[config.mk]
export PLATFORM = sky130hd
export DESIGN_NAME = fletcher_arbiter_flat
export DESIGN_NICKNAME = d
export VERILOG_FILES = /design/src/rtl/fletcher_arbiter_if.sv /design/src/rtl/fletcher_arbiter.sv /design/src/flat_wrapper.sv
export SDC_FILE = /design/constraint.sdc
export NUM_CORES = 1
export LEC_CHECK = 0
export BUFFER_PORTS_ARGS = -buffer_cell sky130_fd_sc_hd__buf_2
export CELL_PAD_IN_SITES_DETAIL_PLACEMENT = 2
export CELL_PAD_IN_SITES_GLOBAL_PLACEMENT = 2
export CORE_AREA = 8 8 117 92
export CTS_CLUSTER_DIAMETER = 150
export CTS_CLUSTER_SIZE = 10
export DETAILED_ROUTE_END_ITERATION = 8
export DIE_AREA = 0 0 125 100
export PLACE_DENSITY_LB_ADDON = 0.1
export SYNTH_ARGS = -nofsm -noshare
export SYNTH_HDL_FRONTEND = slang
export SYNTH_SLANG_ARGS = --single-unit
[constraint.sdc]
create_clock -name clk -period 1.43 [get_ports clk]
set_input_delay 0.3575 -clock clk [delete_from_list [all_inputs] [get_ports clk]]
set_output_delay 0.3575 -clock clk [all_outputs]
set_load 0.02 [all_outputs]
[src/rtl/fletcher_arbiter_if.sv]
// fletcher_arbiter_if: requester streams, engine recv/send channels and the
// tagged response port of fletcher_arbiter bundled into one interface.
// master = arbiter side, slave = requesters/engine/consumer side.
interface fletcher_arbiter_if #(
    parameter int NREQ = 2
);
    localparam int IDW = (NREQ > 1) ? $clog2(NREQ) : 1;

    logic [NREQ-1:0]    req_val;
    logic [NREQ-1:0]    req_rdy;
    logic [16*NREQ-1:0] req_msg;
    logic [NREQ-1:0]    req_last;

    logic               eng_recv_val;
    logic               eng_recv_rdy;
    logic [15:0]        eng_recv_msg;
    logic               eng_recv_last;

    logic               eng_send_val;
    logic               eng_send_rdy;
    logic [31:0]        eng_send_msg;

    logic               resp_val;
    logic               resp_rdy;
    logic [31:0]        resp_msg;
    logic [IDW-1:0]     resp_id;

    modport master (
        input  req_val, req_msg, req_last,
        input  eng_recv_rdy, eng_send_val, eng_send_msg,
        input  resp_rdy,
        output req_rdy,
        output eng_recv_val, eng_recv_msg, eng_recv_last,
        output eng_send_rdy,
        output resp_val, resp_msg, resp_id
    );

    modport slave (
        output req_val, req_msg, req_last,
        output eng_recv_rdy, eng_send_val, eng_send_msg,
        output resp_rdy,
        input  req_rdy,
        input  eng_recv_val, eng_recv_msg, eng_recv_last,
        input  eng_send_rdy,
        input  resp_val, resp_msg, resp_id
    );
endinterface

[src/rtl/fletcher_arbiter.sv]
// fletcher_arbiter: round-robin scheduler sharing one fletcher32 engine
// between NREQ framed 16-bit word streams. One frame in flight at a time:
// arbitrate (IDLE), pass the granted stream through (STREAM), collect the
// checksum (WAIT), hold the tagged response until consumed (RESP).
// Optional: define FLETCHER_ARB_STATS_EN to add the stat_frames/stat_stall
// counters and ports.
module fletcher_arbiter #(
    parameter int NREQ = 2
) (
    input  logic               clk,
    input  logic               reset,
    fletcher_arbiter_if.master bus
`ifdef FLETCHER_ARB_STATS_EN
    ,
    output logic [15:0]        stat_frames,
    output logic [15:0]        stat_stall
`endif
);
    localparam int          IDW = (NREQ > 1) ? $clog2(NREQ) : 1;
    localparam int unsigned N   = NREQ;

    typedef enum logic [1:0] {IDLE, STREAM, WAIT, RESP} state_t;

    state_t         state_q;
    logic [IDW-1:0] grant_q;
    logic [IDW-1:0] ptr_q;
    logic [31:0]    resp_msg_q;
    logic [IDW-1:0] resp_id_q;

    logic [IDW-1:0] pick_d;
    logic           found_d;
    logic [IDW-1:0] ptr_d;
    logic           g_val;
    logic           g_last;
    logic [15:0]    g_msg;
    logic           word_fire;

    // Rotating priority search: first valid requester at ptr, ptr+1, ... mod NREQ
    always_comb begin
        int unsigned    idx;
        logic [IDW-1:0] cand;
        pick_d  = ptr_q;
        found_d = 1'b0;
        idx     = 0;
        cand    = '0;
        for (int unsigned k = 0; k < N; k++) begin
            idx = 32'(ptr_q) + k;
            if (idx >= N) idx = idx - N;
            cand = IDW'(idx);
            if (!found_d && bus.req_val[cand]) begin
                found_d = 1'b1;
                pick_d  = cand;
            end
        end
    end

    // Next search start: one past the last grant, explicit wrap for any NREQ
    always_comb begin
        ptr_d = (grant_q == IDW'(N - 1)) ? '0 : grant_q + 1'b1;
    end

    // Granted-stream pass-through to the engine while streaming
    always_comb begin
        g_val             = bus.req_val[grant_q];
        g_last            = bus.req_last[grant_q];
        g_msg             = bus.req_msg[16*grant_q +: 16];
        bus.req_rdy       = '0;
        bus.eng_recv_val  = 1'b0;
        bus.eng_recv_msg  = '0;
        bus.eng_recv_last = 1'b0;
        if (state_q == STREAM) begin
            bus.eng_recv_val     = g_val;
            bus.eng_recv_msg     = g_msg;
            bus.eng_recv_last    = g_last;
            bus.req_rdy[grant_q] = bus.eng_recv_rdy;
        end
    end

    assign word_fire    = (state_q == STREAM) && g_val && bus.eng_recv_rdy;
    assign bus.eng_send_rdy = (state_q == WAIT);
    assign bus.resp_val     = (state_q == RESP);
    assign bus.resp_msg     = resp_msg_q;
    assign bus.resp_id      = resp_id_q;

    // Frame scheduler: arbitration, streaming, checksum capture, response hold
    always_ff @(posedge clk or negedge reset) begin
        if (!reset) begin
            state_q    <= IDLE;
            grant_q    <= '0;
            ptr_q      <= '0;
            resp_msg_q <= '0;
            resp_id_q  <= '0;
        end else begin
            case (state_q)
                IDLE: begin
                    if (found_d) begin
                        grant_q <= pick_d;
                        state_q <= STREAM;
                    end
                end
                STREAM: begin
                    if (word_fire && g_last) state_q <= WAIT;
                end
                WAIT: begin
                    if (bus.eng_send_val) begin
                        resp_msg_q <= bus.eng_send_msg;
                        resp_id_q  <= grant_q;
                        state_q    <= RESP;
                    end
                end
                RESP: begin
                    if (bus.resp_rdy) begin
                        ptr_q   <= ptr_d;
                        state_q <= IDLE;
                    end
                end
                default: state_q <= IDLE;
            endcase
        end
    end

`ifdef FLETCHER_ARB_STATS_EN
    logic [15:0] frames_q;
    logic [15:0] stall_q;

    // Completed-response and engine-stall counters, wrapping at 16 bits
    always_ff @(posedge clk or negedge reset) begin
        if (!reset) begin
            frames_q <= '0;
            stall_q  <= '0;
        end else begin
            if (state_q == RESP && bus.resp_rdy) frames_q <= frames_q + 16'd1;
            if (state_q == STREAM && g_val && !bus.eng_recv_rdy) stall_q <= stall_q + 16'd1;
        end
    end

    assign stat_frames = frames_q;
    assign stat_stall  = stall_q;
`endif
endmodule

[src/flat_wrapper.sv]
// flat-port wrapper written by rule: the top's interface ports become plain ports
module fletcher_arbiter_flat 
#(
    parameter int NREQ = 2
)
  (clk, reset, bus_req_val, bus_req_msg, bus_req_last, bus_eng_recv_rdy, bus_eng_send_val, bus_eng_send_msg, bus_resp_rdy, bus_req_rdy, bus_eng_recv_val, bus_eng_recv_msg, bus_eng_recv_last, bus_eng_send_rdy, bus_resp_val, bus_resp_msg, bus_resp_id);
  fletcher_arbiter_if #(.NREQ(NREQ)) bus_i ();
  input  logic clk;
  input  logic reset;
  input wire logic [$bits(bus_i.req_val)-1:0] bus_req_val;
  input wire logic [$bits(bus_i.req_msg)-1:0] bus_req_msg;
  input wire logic [$bits(bus_i.req_last)-1:0] bus_req_last;
  input wire logic [$bits(bus_i.eng_recv_rdy)-1:0] bus_eng_recv_rdy;
  input wire logic [$bits(bus_i.eng_send_val)-1:0] bus_eng_send_val;
  input wire logic [$bits(bus_i.eng_send_msg)-1:0] bus_eng_send_msg;
  input wire logic [$bits(bus_i.resp_rdy)-1:0] bus_resp_rdy;
  output wire logic [$bits(bus_i.req_rdy)-1:0] bus_req_rdy;
  output wire logic [$bits(bus_i.eng_recv_val)-1:0] bus_eng_recv_val;
  output wire logic [$bits(bus_i.eng_recv_msg)-1:0] bus_eng_recv_msg;
  output wire logic [$bits(bus_i.eng_recv_last)-1:0] bus_eng_recv_last;
  output wire logic [$bits(bus_i.eng_send_rdy)-1:0] bus_eng_send_rdy;
  output wire logic [$bits(bus_i.resp_val)-1:0] bus_resp_val;
  output wire logic [$bits(bus_i.resp_msg)-1:0] bus_resp_msg;
  output wire logic [$bits(bus_i.resp_id)-1:0] bus_resp_id;
  assign bus_i.req_val = bus_req_val;
  assign bus_i.req_msg = bus_req_msg;
  assign bus_i.req_last = bus_req_last;
  assign bus_i.eng_recv_rdy = bus_eng_recv_rdy;
  assign bus_i.eng_send_val = bus_eng_send_val;
  assign bus_i.eng_send_msg = bus_eng_send_msg;
  assign bus_i.resp_rdy = bus_resp_rdy;
  assign bus_req_rdy = bus_i.req_rdy;
  assign bus_eng_recv_val = bus_i.eng_recv_val;
  assign bus_eng_recv_msg = bus_i.eng_recv_msg;
  assign bus_eng_recv_last = bus_i.eng_recv_last;
  assign bus_eng_send_rdy = bus_i.eng_send_rdy;
  assign bus_resp_val = bus_i.resp_val;
  assign bus_resp_msg = bus_i.resp_msg;
  assign bus_resp_id = bus_i.resp_id;
  fletcher_arbiter #(.NREQ(NREQ)) u_core (.clk(clk), .reset(reset), .bus(bus_i));
endmodule
Word level (Yosys, flattened, before mapping)
Cells that the tools add are included.
{"block": "word_totals", "word_cells": 61, "out_inout_bits": 55, "regBits": 37, "in_bits": 73}
{"block": "classes", "n_eq_ne": 7, "reduce_logical": 11, "mux": 26, "n_bitwise": 1, "n_lt_le_gt_ge": 6, "shifts": 1, "add_sub_neg": 4}
{"operator": "$shiftx 32x6->16", "count": 1}
{"operator": "$mux 1", "count": 18}
{"operator": "$mux 16", "count": 1}
{"operator": "$mux 2", "count": 5}
{"operator": "$pmux 2 s4", "count": 1}
{"operator": "$lt 1x2->1 const B", "count": 3}
{"operator": "$ne 2x2->1 const B", "count": 3}
{"operator": "$reduce_and 2->1", "count": 3}
{"operator": "$logic_and 1x1->1", "count": 5}
{"operator": "$eq 2x2->1 const B", "count": 2}
{"operator": "$reduce_and 4->1", "count": 1}
{"operator": "$add 1x1->2 const B", "count": 1}
{"operator": "$and 2x2->2", "count": 1}
{"operator": "$eq 2x1->1 const B", "count": 1}
{"operator": "$ge 1x2->1 const B", "count": 1}
{"operator": "$ge 2x2->1 const B", "count": 1}
{"operator": "$logic_not 2->1", "count": 1}
{"operator": "$ne 2x1->1 const B", "count": 1}
{"operator": "$sub 1x1->1 const B", "count": 2}
{"operator": "$add 1x1->1 const B", "count": 1}
{"operator": "$demux 1 s1", "count": 1}
{"operator": "$ge 1x1->1 const B", "count": 1}
{"operator": "$logic_not 1->1", "count": 1}

Logic depth before layout (Yosys ltp)
Gate-level depths: netlist (run 1).
{"block": "depth", "word_depth": 10, "mapped_depth": 6}

Least setup slack after synthesis (run 1)
Ideal clock, no wire load.
{"block": "synth_timing", "kind": "reg2reg", "startpoint": "reg u_core.state_q[0]", "endpoint": "reg u_core.state_q[1]", "slack_ns": -0.195, "period_less_slack_ns": 1.625, "n_path_buf": 0, "setup_time_ns": 0.125, "stages_incl_launch_ff": 7, "arrival_ns": 1.500, "path_cell_list": "dfrtp_1 -> inv_1 -> ha_1 -> nor2b_1 -> a221oi_2 -> nand3_2 -> mux2_4"}
{"block": "synth_via", "elab_cells_between_ends": 13, "classes_between": "eq/ne (7); mux (1); reduce/logical (5)"}
{"element": "start, declared", "line_no": "fletcher_arbiter.sv:24", "rtl": "state_t state_q;"}
{"element": "start signal, assigned", "line_no": "fletcher_arbiter.sv:88", "rtl": "state_q <= IDLE;"}
{"element": "start signal, assigned", "line_no": "fletcher_arbiter.sv:98", "rtl": "state_q <= STREAM;"}
{"element": "start signal, assigned", "line_no": "fletcher_arbiter.sv:102", "rtl": "if (word_fire && g_last) state_q <= WAIT;"}
{"element": "$eq 2x2->1 *"}
{"element": "net bus_eng_send_rdy", "line_no": "flat_wrapper.sv:21", "rtl": "output wire logic [$bits(bus_i.eng_send_rdy)-1:0] bus_eng_send_rdy;"}
{"element": "$ne 2x2->1 (no source line)"}
{"element": "$reduce_and 4->1 (no source line)"}
The timed path passes the listed nets; every way through them passes the cells marked *.
A chain may end at the register's enable or synchronous reset.

Worst setup path after layout (run 1)
{"block": "layout_timing", "startpoint": "reg u_core.grant_q", "endpoint": "out bus_eng_recv_msg[9]"}
{"block": "layout_via", "elab_chain_len": 2}
{"element": "start, declared", "line_no": "fletcher_arbiter.sv:25", "rtl": "logic [IDW-1:0] grant_q;"}
{"element": "start signal, assigned", "line_no": "fletcher_arbiter.sv:97", "rtl": "grant_q <= pick_d;"}
{"element": "$shiftx 32x6->16", "line_no": "fletcher_arbiter.sv:66", "rtl": "g_msg = bus.req_msg[16*grant_q +: 16];"}
{"element": "$mux 16", "line_no": "fletcher_arbiter.sv:71", "rtl": "if (state_q == STREAM) begin"}
{"element": "end, declared", "line_no": "flat_wrapper.sv:19", "rtl": "output wire logic [$bits(bus_i.eng_recv_msg)-1:0] bus_eng_recv_msg;"}
No other way between the ends.

==> impl_metrics.json, run 1 <==
{
  "ant_nets": 0,
  "final_nets": 377,
  "holdWs_ns": 0.282,
  "tightest_slew_ns": 0.369,
  "power.leakage_nw": 1.87,
  "pre_cts_slack_ns": -0.214,
  "synth.distinct_cells": 20,
  "die_w_um": 125,
  "yosys-top-cells-area": "dfrtp_1 51%, mux2_1 20%, mux2i_1 10%",
  "syn_area_per_cell_um2": 12.9,
  "startpoint_type": "flop",
  "dp_hpwl_mm": 5.47,
  "worstSetupPathType": "flop to output pin",
  "cap_violations": 0,
  "timing.final.ws_setup_ns": -0.335,
  "final_util_pct": 41.3,
  "synthTopCellsByCount": "37 x dfrtp_1, 33 x mux2_1, 19 x mux2i_1, 19 x nor2b_1, 6 x nand2_1",
  "cts_max_level": 2,
  "die_h_um": 100,
  "wire_per_inst_um": 18.8,
  "clockRootBuffer": "clkbuf_16",
  "via_per_inst": 4.17,
  "dieArea_um2": 12500,
  "fin_crit_sh_pct": 123,
  "wirelength_mm": 7.73,
  "grt_usage_pct": 12.4,
  "synth-seq-cells": 37,
  "yosysWarningCount": 0,
  "hold_violations": 0,
  "rsz0062_at_grt": "true",
  "endpoint_kind": "output pin",
  "ios": 128,
  "maxSlewHeadroom_pct": 75.4,
  "seq_area_frac_synth_pct": 50.6,
  "numPortBuffers": 127,
  "fmax_mhz": 566,
  "synthesis.nets": 220,
  "antenna_found_initial": 0,
  "yosysMostFrequentCell": "dfrtp_1",
  "tritoncts": "built",
  "numCtsBuffers": 5,
  "grt_max_degree": 25,
  "layout-drive-gt1-share_pct": 82.0,
  "drc": 0,
  "violations": "setup timing",
  "status": "finished with violations",
  "cts_buffer_depth": 2,
  "drtPass1Iterations": 2,
  "first_global_vias": 1972,
  "vdd_drop_max_mv": 0.761,
  "dr_total_vias": 1720,
  "hp-class": "primary input to flop",
  "synth_area_leader_cell": "dfrtp_1",
  "synthCells": 142,
  "grt-ovfl-total": 0,
  "synth_top_area_share_pct": 50.6,
  "netlist_area_um2": 1830,
  "first_iter_violations": 35,
  "setup_viol": 57,
  "syn2layout_area_growth_pct": 100,
  "final.fill_count": 912,
  "routabilityCongestion": 0.663,
  "finalMaxSlewViolations": 0,
  "worst_ep_required_time_ns": 1.07,
  "cts.clk_slew.worst_paths_ns": 0.06,
  "skew_ns": 0.00458,
  "synth_ff_type": "dfrtp_1",
  "fin_setup_tns_ns": -10.51,
  "synth-async-reset-ratio_pct": 100,
  "fin_crit_ns": 1.77,
  "antenna_cells": 0,
  "cp_data_arrival_time_ns": 1.41,
  "start_util_pct": 20.6,
  "total_power_mw": 8.85,
  "grt_pass1_wl_mm": 12.1,
  "clk_latency_ns": 0.28,
  "cp_max_fo": 8,
  "core_area_um2": 8860,
  "synth_edf_count": 0,
  "clock_sinks": 37,
  "powerDensity_nw_per_um2": 2420,
  "num_rows": 30
}
[cells in the final DEF, fill, tap and decap left out, drive strengths merged]
cell type,netlist,routed
clkbuf,2,7
dlygate4sd3,0,1
mux2i,19,19
mux2,34,34
inv,3,3
o21ai,2,2
and3,1,1
nand3,1,1
ha,5,5
bufinv,0,1
a31oi,1,1
a221oi,1,1
buf,6,157
nor2,3,3
clkinv,1,1
nand2,6,6
nor2b,19,19
a21oi,1,1
dfrtp,37,37
[sequential cells by signal (all words and copies together) (netlist names)]
signal               flops
u_core.grant_q           1
u_core.state_q           2
u_core.bus.resp_msg     32
u_core.bus.resp_id       1
u_core.ptr_q             1
[final cells by class]
type	instances	area, µm²	area share (%)
clock buffers	7	143	3.90
clock inverters	1	30.0	0.820
inverters	4	15.0	0.410
multi-input cells	93	1280	35.0
flip-flops and latches	37	928	25.4
well taps	112	140	3.83
repair buffers	158	1120	30.7
[kinds of logic after synthesis]
group | share of synthesized area [%]
compound gates | 2.19
fa+ha+maj | 3.42
buf+inv | 3.01
flops | 50.6
mux | 31.5
simple gates | 9.23
[stage by stage]
stage          area [µm²]  std cells
5_1_grt              3660        412
3_3_place_gp         2920        391
2_1_floorplan        2010        142
4_1_cts              3620        411
6_report             3660        412
3_5_place_dp         2920        391
[per-layer routing]
layer / vias up / GRT usage (%) / share of wire (%)
met5: - / 0 / 0
met3: 4 / 4.56 / 7.2
li1: 803 / - / -
met2: 60 / 20.8 / 48
met4: 0 / 1.68 / 0.40
met1: 853 / 15.3 / 44
[where the power goes]
part / total [mW] / switching [mW] / internal, mW / leakage (nW)
clock: 1.29 / 0.419 / 0.871 / 0.0841
combinational: 5.62 / 2.53 / 3.09 / 1.35
sequential: 1.93 / 0.335 / 1.60 / 0.435
total: 8.85 / 3.28 / 5.56 / 1.87
[critical path, cell delays in order (launching register included)]
cell	delay [ns]
dfrtp_2	0.46
buf_12	0.18
mux2i_2	0.28
nor2b_4	0.06
buf_4	0.16
[path summary, 6_finish.rpt]
path	start	end	slack [ns]	depth (start not counted)
max	u_core.grant_q	bus_eng_recv_msg[9]	-0.34	4
min	bus_req_val[0]	u_core.grant_q	0.28	2
max reg2reg	u_core.grant_q	u_core.state_q[1]	-0.29	7
min reg2reg	u_core.bus.resp_msg[23]	u_core.bus.resp_msg[23]	0.50	1
max in group asynchronous	reset	u_core.state_q[0]	0.42	3
min in group asynchronous	reset	u_core.bus.resp_msg[13]	0.53	2
[timing repair]
action / in CTS / in global routing
resized for setup: 94 / 12
endpoints found under the hold margin: 13 / 0
hold buffers: 1 / 0
gates cloned: 5 / 0
buffers inserted: 6 / 2
pin swaps: 2 / 2
endpoints found under the setup margin: 57 / 57
(Power assumes the default switching activity.)
==> run 2: changes to the inputs <==
--- a/config.mk
+++ b/config.mk
@@ -14,6 +14,7 @@
 export DETAILED_ROUTE_END_ITERATION = 8
 export DIE_AREA = 0 0 125 100
 export PLACE_DENSITY_LB_ADDON = 0.1
+export RECOVER_POWER = 25
 export SYNTH_ARGS = -nofsm -noshare
 export SYNTH_HDL_FRONTEND = slang
 export SYNTH_SLANG_ARGS = --single-unit
==> run 2 against run 1 <==
Against the previous run: the flow still finishes with violations (setup timing); non-clock buffer count did not move; routed wire length fell by 0.32%; setup slack improved by 0.00073 ns; first-iteration DRC count fell by 2.9%; via count rose by 0.70%; clock power barely moved; clock skew barely moved; flip-flop and latch count did not move; critical path depth did not move; die area did not move; critical path type unchanged.
==> impl_metrics.json, run 2 (synthesized netlist as in run 1, its figures left out) <==
{
  "status": "finished with violations",
  "violations": "setup timing",
  "cts_max_level": 2,
  "r2r-start": "u_core.grant_q",
  "startpoint_type": "flop",
  "finalMaxSlewViolations": 0,
  "seqPwrFrac_pct": 21.9,
  "r2r_end": "u_core.state_q[1]",
  "setup_viol": 57,
  "dp_hpwl_mm": 5.47,
  "final.fill_count": 914,
  "final_nets": 377,
  "die_h_um": 100,
  "path_buf_inv": 2,
  "routabilityCongestion": 0.663,
  "min_path_cells": 2,
  "tritoncts": "built",
  "antenna_cells": 0,
  "total_power_mw": 8.83,
  "worstSetupPathType": "flop to output pin",
  "skew_ns": 0.00487,
  "fmax_mhz": 567,
  "clockRootBuffer": "clkbuf_16",
  "power.leakage_nw": 1.86,
  "fin_crit_sh_pct": 123,
  "clock_sinks": 37,
  "cap_violations": 0,
  "dieArea_um2": 12500,
  "hold_path_startpoint": "bus_req_val[0]",
  "p_comb_share_pct": 63.5,
  "vdd_drop_max_mv": 0.761,
  "cp_top_family": "flip-flops",
  "worst_ep_required_time_ns": 1.07,
  "syn2layout_area_growth_pct": 99.5,
  "powerDensity_nw_per_um2": 2420,
  "layout-drive-gt1-share_pct": 82.0,
  "critPathSlowestCell": "dfrtp_2",
  "p_switching_mw": 3.28,
  "seqCellArea_um2": 928,
  "grt_usage_pct": 12.4,
  "antenna_found_initial": 0,
  "numPortBuffers": 127,
  "start_util_pct": 20.6,
  "via_per_inst": 4.20,
  "core_area_um2": 8860,
  "hp-class": "primary input to flop",
  "r2r_slack_ns": -0.29,
  "first_iter_violations": 34,
  "finalInstanceArea_um2": 3650,
  "stdcell_count": 412,
  "fin_setup_tns_ns": -10.49,
  "multiInputGateArea_um2": 1280,
  "ant_nets": 0,
  "first_global_vias": 1972,
  "clk_latency_ns": 0.28,
  "holdWs_ns": 0.281,
  "largest_register_ffs": 32,
  "min_to": "u_core.grant_q",
  "path_depth": 4,
  "timing.final.ws_setup_ns": -0.335,
  "p_int_mw": 5.56,
  "final_common_cell": "buf_2",
  "cpPeakStageDelay_ns": 0.46,
  "cp_data_arrival_time_ns": 1.41,
  "cp_max_fo": 8,
  "grt_pass1_wl_mm": 12.1,
  "wirelength_mm": 7.71,
  "ff2ff_path_depth": 7,
  "place_area_um2": 2920,
  "ios": 128,
  "final_cell_mix": "104 x buf_2, 35 x dfrtp_1, 34 x mux2_4, 28 x buf_4, 19 x nor2b_4",
  "cp_cell_sequence": "buf_12 > mux2i_2 > nor2b_4 > buf_4",
  "pre_cts_slack_ns": -0.214,
  "drtPass1Iterations": 2,
  "clkPwrFrac_pct": 14.6,
  "switching_share_pct": 37.1,
  "maxSlewHeadroom_pct": 75.0,
  "wire_per_inst_um": 18.7,
  "fin_crit_ns": 1.76,
  "cts_buffer_depth": 2,
  "tightest_slew_ns": 0.375,
  "drc": 0,
  "final_util_pct": 41.2,
  "rsz0062_at_grt": "true",
  "dr_total_vias": 1732,
  "numCtsBuffers": 5,
  "endpoint_kind": "output pin",
  "placed_cells": 391,
  "die_w_um": 125,
  "hold_violations": 0,
  "grt_max_degree": 25,
  "num_rows": 30,
  "grt-ovfl-total": 0,
  "cts.clk_slew.worst_paths_ns": 0.06
}
run 2: how the worst max path moves through the flow:
stage                                end  slack (ns)              start
floorplan                 bus_req_rdy[0]       -0.05  u_core.state_q[1]
global placement       u_core.state_q[1]       -0.17  u_core.state_q[1]
detailed placement   bus_eng_recv_msg[2]       -0.21     u_core.grant_q
CTS                 bus_eng_recv_msg[14]       -0.34     u_core.grant_q
global route           bus_eng_recv_last       -0.39     u_core.grant_q
finish               bus_eng_recv_msg[9]       -0.33     u_core.grant_q
run 2: per-layer routing:
layer	global-route usage (%)	routed length [µm]
met5	0	0
met3	4.56	556
met4	1.68	31
met1	15.3	3400
met2	20.8	3720
run 2: cell type report:
type                       count  area share, %
tap                          112           3.84
multi-input combinational     93           35.1
sequential                    37           25.4
clock buffer                   7           3.91
timing repair buffer         158           30.5
inverter                       4          0.412
clock inverter                 1          0.823
run 2: timing repair:
action,in CTS,in global routing
endpoints found under the setup margin,57,57
endpoints found under the hold margin,13,0
pin swaps,2,2
resized for setup,94,12
cloned,5,0
buffers inserted,6,2
hold buffers,1,0
run 2: power by group through the flow:
stage	logic, mW	registers [mW]	clock network (mW)
global route	5.97	2.02	1.37
floorplan	2.01	2.47	0
global placement	4.09	1.87	0
CTS	5.61	1.93	1.33
detailed placement	4.14	1.91	0
finish	5.61	1.93	1.29
